File: src/rtl/hs_fifo_pkg.sv
// Shared FIFO-side types for the hs_fifo_* blocks.
// Provides the packet-reader FSM state enum.
package hs_fifo_pkg;

    typedef enum logic [1:0] {
        IDLE  = 2'd0,
        PASS  = 2'd1,
        FLUSH = 2'd2
    } state_e;

endpackage

File: src/rtl/hs_ifr_misc_typedefs_pkg.sv
// Shared miscellaneous typedefs for the hs_* blocks.
// Provides bool_e, a two-valued boolean enum.
package hs_ifr_misc_typedefs_pkg;

    typedef enum logic {
        FALSE = 1'b0,
        TRUE  = 1'b1
    } bool_e;

endpackage

File: src/rtl/hs_fifo_pkt_rd.sv
// Packet reader: zero-latency FIFO-to-stream pass-through that
// tags first/last beats, truncates packets longer than
// MAX_PKT_LEN (flushing the rest) and reports per-packet status.
// Ports: clk, aresetn; FIFO side rvalid/rready/rdata/rlast;
// stream side m_valid/m_ready/m_data/m_first/m_last;
// status pkt_done/pkt_len/err_oversize/pkt_cnt/busy.
module hs_fifo_pkt_rd
    import hs_fifo_pkg::*;
    import hs_ifr_misc_typedefs_pkg::*;
#(
    parameter type DATA_TYPE = logic,
    parameter int MAX_PKT_LEN = 256,
    localparam int LEN_WIDTH = $clog2(MAX_PKT_LEN + 1)
) (
    input  logic                 clk,
    input  logic                 aresetn,
    input  logic                 rvalid,
    output logic                 rready,
    input  DATA_TYPE             rdata,
    input  logic                 rlast,
    output logic                 m_valid,
    input  logic                 m_ready,
    output DATA_TYPE             m_data,
    output logic                 m_first,
    output logic                 m_last,
    output logic                 pkt_done,
    output logic [LEN_WIDTH-1:0] pkt_len,
    output logic                 err_oversize,
    output logic [31:0]          pkt_cnt,
    output logic                 busy
);

    localparam logic [LEN_WIDTH-1:0] LP_LAST =
        LEN_WIDTH'(MAX_PKT_LEN - 1);
    localparam logic [LEN_WIDTH-1:0] LP_MAX =
        LEN_WIDTH'(MAX_PKT_LEN);

    state_e               r_state;
    logic [LEN_WIDTH-1:0] r_cnt;
    logic                 r_pkt_done;
    logic [LEN_WIDTH-1:0] r_pkt_len;
    logic                 r_err;
    logic [31:0]          r_pkt_cnt;

    logic  w_flush;
    logic  w_at_max;
    bool_e w_acc;

    assign w_flush  = (r_state == FLUSH);
    assign w_at_max = (r_cnt == LP_LAST);

    // FLUSH drains the FIFO regardless of the downstream.
    assign rready  = w_flush ? 1'b1 : m_ready;
    assign m_valid = w_flush ? 1'b0 : rvalid;
    assign m_data  = rdata;
    assign w_acc   = (rvalid && rready) ? TRUE : FALSE;

    assign m_first = !w_flush && (r_cnt == '0);
    assign m_last  = rlast || w_at_max;

    assign pkt_done     = r_pkt_done;
    assign pkt_len      = r_pkt_len;
    assign err_oversize = r_err;
    assign pkt_cnt      = r_pkt_cnt;
    assign busy         = (r_state != IDLE);

    // In FLUSH r_cnt parks at MAX_PKT_LEN, which is also the
    // saturated forwarded length reported at packet end.
    always_ff @(posedge clk or negedge aresetn) begin
        if (!aresetn) begin
            r_state    <= IDLE;
            r_cnt      <= '0;
            r_pkt_done <= 1'b0;
            r_pkt_len  <= '0;
            r_err      <= 1'b0;
            r_pkt_cnt  <= '0;
        end else begin
            r_pkt_done <= 1'b0;
            r_err      <= 1'b0;
            if (w_acc == TRUE) begin
                unique case (r_state)
                    IDLE, PASS: begin
                        if (rlast) begin
                            r_state    <= IDLE;
                            r_cnt      <= '0;
                            r_pkt_done <= 1'b1;
                            r_pkt_len  <= r_cnt + 1'b1;
                            r_pkt_cnt  <= r_pkt_cnt + 32'd1;
                        end else if (w_at_max) begin
                            r_state <= FLUSH;
                            r_cnt   <= LP_MAX;
                            r_err   <= 1'b1;
                        end else begin
                            r_state <= PASS;
                            r_cnt   <= r_cnt + 1'b1;
                        end
                    end
                    FLUSH: begin
                        if (rlast) begin
                            r_state    <= IDLE;
                            r_cnt      <= '0;
                            r_pkt_done <= 1'b1;
                            r_pkt_len  <= LP_MAX;
                            r_pkt_cnt  <= r_pkt_cnt + 32'd1;
                        end
                    end
                    default: r_state <= IDLE;
                endcase
            end
        end
    end

endmodule

File: config.mk
export PLATFORM = sky130hd
export DESIGN_NAME = hs_fifo_pkt_rd
export DESIGN_NICKNAME = d
export VERILOG_FILES = /design/src/rtl/hs_fifo_pkg.sv /design/src/rtl/hs_ifr_misc_typedefs_pkg.sv /design/src/rtl/hs_fifo_pkt_rd.sv
export SDC_FILE = /design/constraint.sdc
export NUM_CORES = 1
export LEC_CHECK = 0
export ABC_AREA = 1
export CAP_MARGIN = 20
export CORE_ASPECT_RATIO = 1.2
export CORE_UTILIZATION = 40
export CTS_BUF_LIST = sky130_fd_sc_hd__clkbuf_4 sky130_fd_sc_hd__clkbuf_8
export CTS_CLUSTER_SIZE = 30
export DETAILED_ROUTE_END_ITERATION = 8
export PLACE_DENSITY_LB_ADDON = 0.2
export SETUP_SLACK_MARGIN = 0.3
export SLEW_MARGIN = 20
export SYNTH_ARGS = -nofsm -noshare
export SYNTH_HDL_FRONTEND = slang
export SYNTH_SLANG_ARGS = --single-unit
File: constraint.sdc
create_clock -name clk -period 2.2 [get_ports clk]
set_clock_uncertainty 0.15 [all_clocks]
set_input_delay 0.22 -clock clk [delete_from_list [all_inputs] [get_ports clk]]
set_output_delay 0.22 -clock clk [all_outputs]
set_load 0.02 [all_outputs]
==> results.tsv <==
metric	value	unit
syn_nets	382	
die width	79.2	um
met1 WL	2.79	mm
top layer in use	met4	
CP arrival	1.63	ns
HP Class	in2async	
commonest non-fill, non-tap cell in the layout	nand2_1	
DIE HEIGHT	94.6	um
DP HPWL	5.00	mm
row count	33	
Unique masters post-synth	25	
simple-gate share of the synthesized area	34.4	%
area of the core	0.00685	mm2
fin crit period	2.00	ns
sequential fraction of the synthesis area	47.2	%
clk_lat worst skew	0.30	ns
Layout area overhead	31.7	%
setup TNS	0	ns
Final Hold Violating Endpoints	0	
crit-path max FO	2	
Clk network pwr share	25.7	%
met2 WL	3.41	mm
Mapped Area	0.00286	mm2
vias per cell	4.83	
Remaining Overflow, GRT	0	
via count	2568	
most frequent cells in the layout	nand2_1, dfrtp_1, clkdlybuf4s50_1	
P_leak	1.83	nW
largest family of logic cells by synthesized area	simple AND/OR/NAND/NOR gates	
Compound-Gate Fraction of Synth Area	2.45	%
GRT Total Usage	19.3	%
largest incremental delay on the critical path	0.37	ns
CP endpoint kind	primary output	
nets	457	
xor and xnor fraction of the mapped netlist area	6.43	%
WL final	6.69	mm
CTS sink count	54	
DRC violations left	0	
CP Data Required Time	1.83	ns
drt pass-1 iters	4	
number of buffers created by CTS	5	
Detailed Route Iter0 Violations	127	
Critical Path Slowest Stage Cell	dfrtp_1	
layout cells sized above 1	12.1	%
PwrDens	569	mW/mm2
DRT antenna net count	0	
Ports	55	
clock transition at the registers of the reported paths	0.09	ns
first-pass GRT wire length	11.3	mm
initial antenna violation count	0	
critical setup path kind	reg2out	
fin worst setup slack	0.205	ns
RR Startpoint	r_cnt[1]	
RSZ-0062 raised after global routing	true	
Avg Inst Size Synth	7.71	um2
Initial Util	41.7	%
Comb pwr share	21.4	%
post-layout util	54.9	%
worst hold slack	0.236	ns
cell-internal power	0.00151	W
Reg power frac	52.9	%
die area	0.00749	mm2
sw frac	29.4	%
post-place setup slack	-0.0429	ns
Mapped Cells	371	
worst slew pin tran	0.485	ns
Max Cap Viol	0	
Warnings, synthesis	0	
final RePlAce weighted congestion	0.900	
fmax	0.501	GHz
fin. max-slew vios	0	
PnR Total Power	0.00214	W
largest net degree at the start of global routing	21	
Critical path origin	r_cnt[1]	
Startpoint Class	flip-flop	
Post-Synth Adder-Cell Area	2.19	%
Clock Tree Root	clkbuf_8	
Final period util	90.7	%
cell-by-cell trace of the critical path	ha_2, nand2_2, nor2_4, nand2_2, nor2_4, ha_4, inv_2, nand2_2, buf_6	
relative slew slack	67.4	%
outcome	finished, final reports clean	
Max H-tree Level	2	
TritonCTS clock tree	done	
Met3 Wirelength	243	um
Worst path most repeated cell	nand2_2	
mux contribution to synthesized area	0	%
final setup fails	0	
Inserted Diodes	0	
worst vdd ir	0.371	mV
Longest Clk Path Bufs	2	
r2r worst-path depth	12	
FF+latch count, synth	54	
vias in the first global route	2484	
switching power	0.000631	W
routed len/inst	12.6	um
# port buffers	52	
Yosys cell counts:
cell type	instances	area (um2)
a21oi_1	3	15.0
a21oi_2	1	8.76
buf_2	1	5.00
buf_4	2	15.0
buf_6	2	22.5
dfrtp_1	54	1350
ha_1	5	62.6
inv_1	44	165
nand2_1	129	484
nand2_2	1	6.26
nand2_4	2	22.5
nand3_1	25	125
nand3_4	1	17.5
nand3b_1	2	15.0
nand4_1	9	56.3
nor2_1	48	180
nor2_4	2	22.5
nor3_1	7	35.0
nor3b_1	1	7.51
nor4_1	2	12.5
o21ai_0	6	30.0
o21ai_1	2	10.0
o22ai_1	1	6.26
xnor2_1	9	78.8
xor2_1	12	105
final timing paths:
kind	to	slack [ns]
setup / recovery	m_last	0.20
max in group asynchronous	r_cnt[2]	1.04
min in group clk	m_data	0.29
hold / removal	pkt_cnt[10]	0.24
hold reg to reg	pkt_len[5]	0.34
setup reg to reg	r_cnt[8]	0.30
critical path, delay by kind of cell (launching register included):
family / cells / cell delay (ns)
adder cells (fa/ha/maj): 2 / 0.34
flip-flops: 1 / 0.37
buffers and inverters: 2 / 0.15
AND/OR/NAND/NOR: 5 / 0.46
state kept, by name, indices dropped and copies added, names as in the netlist:
name / cells
err_oversize: 1
pkt_done: 1
pkt_cnt: 32
r_state: 2
r_cnt: 9
pkt_len: 9
power groups by stage:
stage / Combinational [W] / Clock [W] / Sequential [W]
2_1_floorplan: 0.000167 / 0 / 0.00122
4_1_cts: 0.000458 / 0.000569 / 0.00113
3_5_place_dp: 0.000457 / 0 / 0.00115
5_1_grt: 0.000501 / 0.000614 / 0.00114
3_3_place_gp: 0.000453 / 0 / 0.00115
6_report: 0.000459 / 0.000550 / 0.00113
per-layer routing:
layer  track usage [%]  vias up
met5                 0        -
met4              8.03        0
met3              3.96       20
met2              34.5       58
met1              22.3     1192
li1                  -     1298
through the flow:
stage,cell area [um2],cells
2_1_floorplan,2860,371
3_3_place_gp,3530,517
3_5_place_dp,3530,517
4_1_cts,3650,526
5_1_grt,3770,532
6_report,3770,532
logic make-up (layout without fill, tap and decap cells):
logic type | count (synthesis) | after routing
XOR/XNOR | 21 | 21
buffers and inverters | 49 | 123
AO/OA/AOI/OAI | 13 | 13
AND/OR/NAND/NOR | 229 | 229
adder cells (fa/ha/maj) | 5 | 5
flip-flops | 54 | 54
layout make-up:
| class | count | area [um2] |
|---|---|---|
| Clock buffer | 6 | 82.6 |
| Multi-Input combinational cell | 268 | 1380 |
| Inverter | 44 | 169 |
| Tap cell | 87 | 109 |
| Sequential cell | 54 | 1350 |
| Timing Repair Buffer | 73 | 679 |
| Fill cell | 663 | 3090 |
what timing repair did:
| action | 4_1_cts | 5_1_grt |
|---|---|---|
| gates cloned | 0 | 0 |
| hold endpoints to repair | 18 | 0 |
| setup buffers | 2 | 6 |
| resized for setup | 20 | 19 |
| pin swaps | 4 | 7 |
| hold buffers | 1 | 0 |
| endpoints found under the setup margin | 9 | 22 |
No activity file was read; power rests on OpenSTA's default activity.
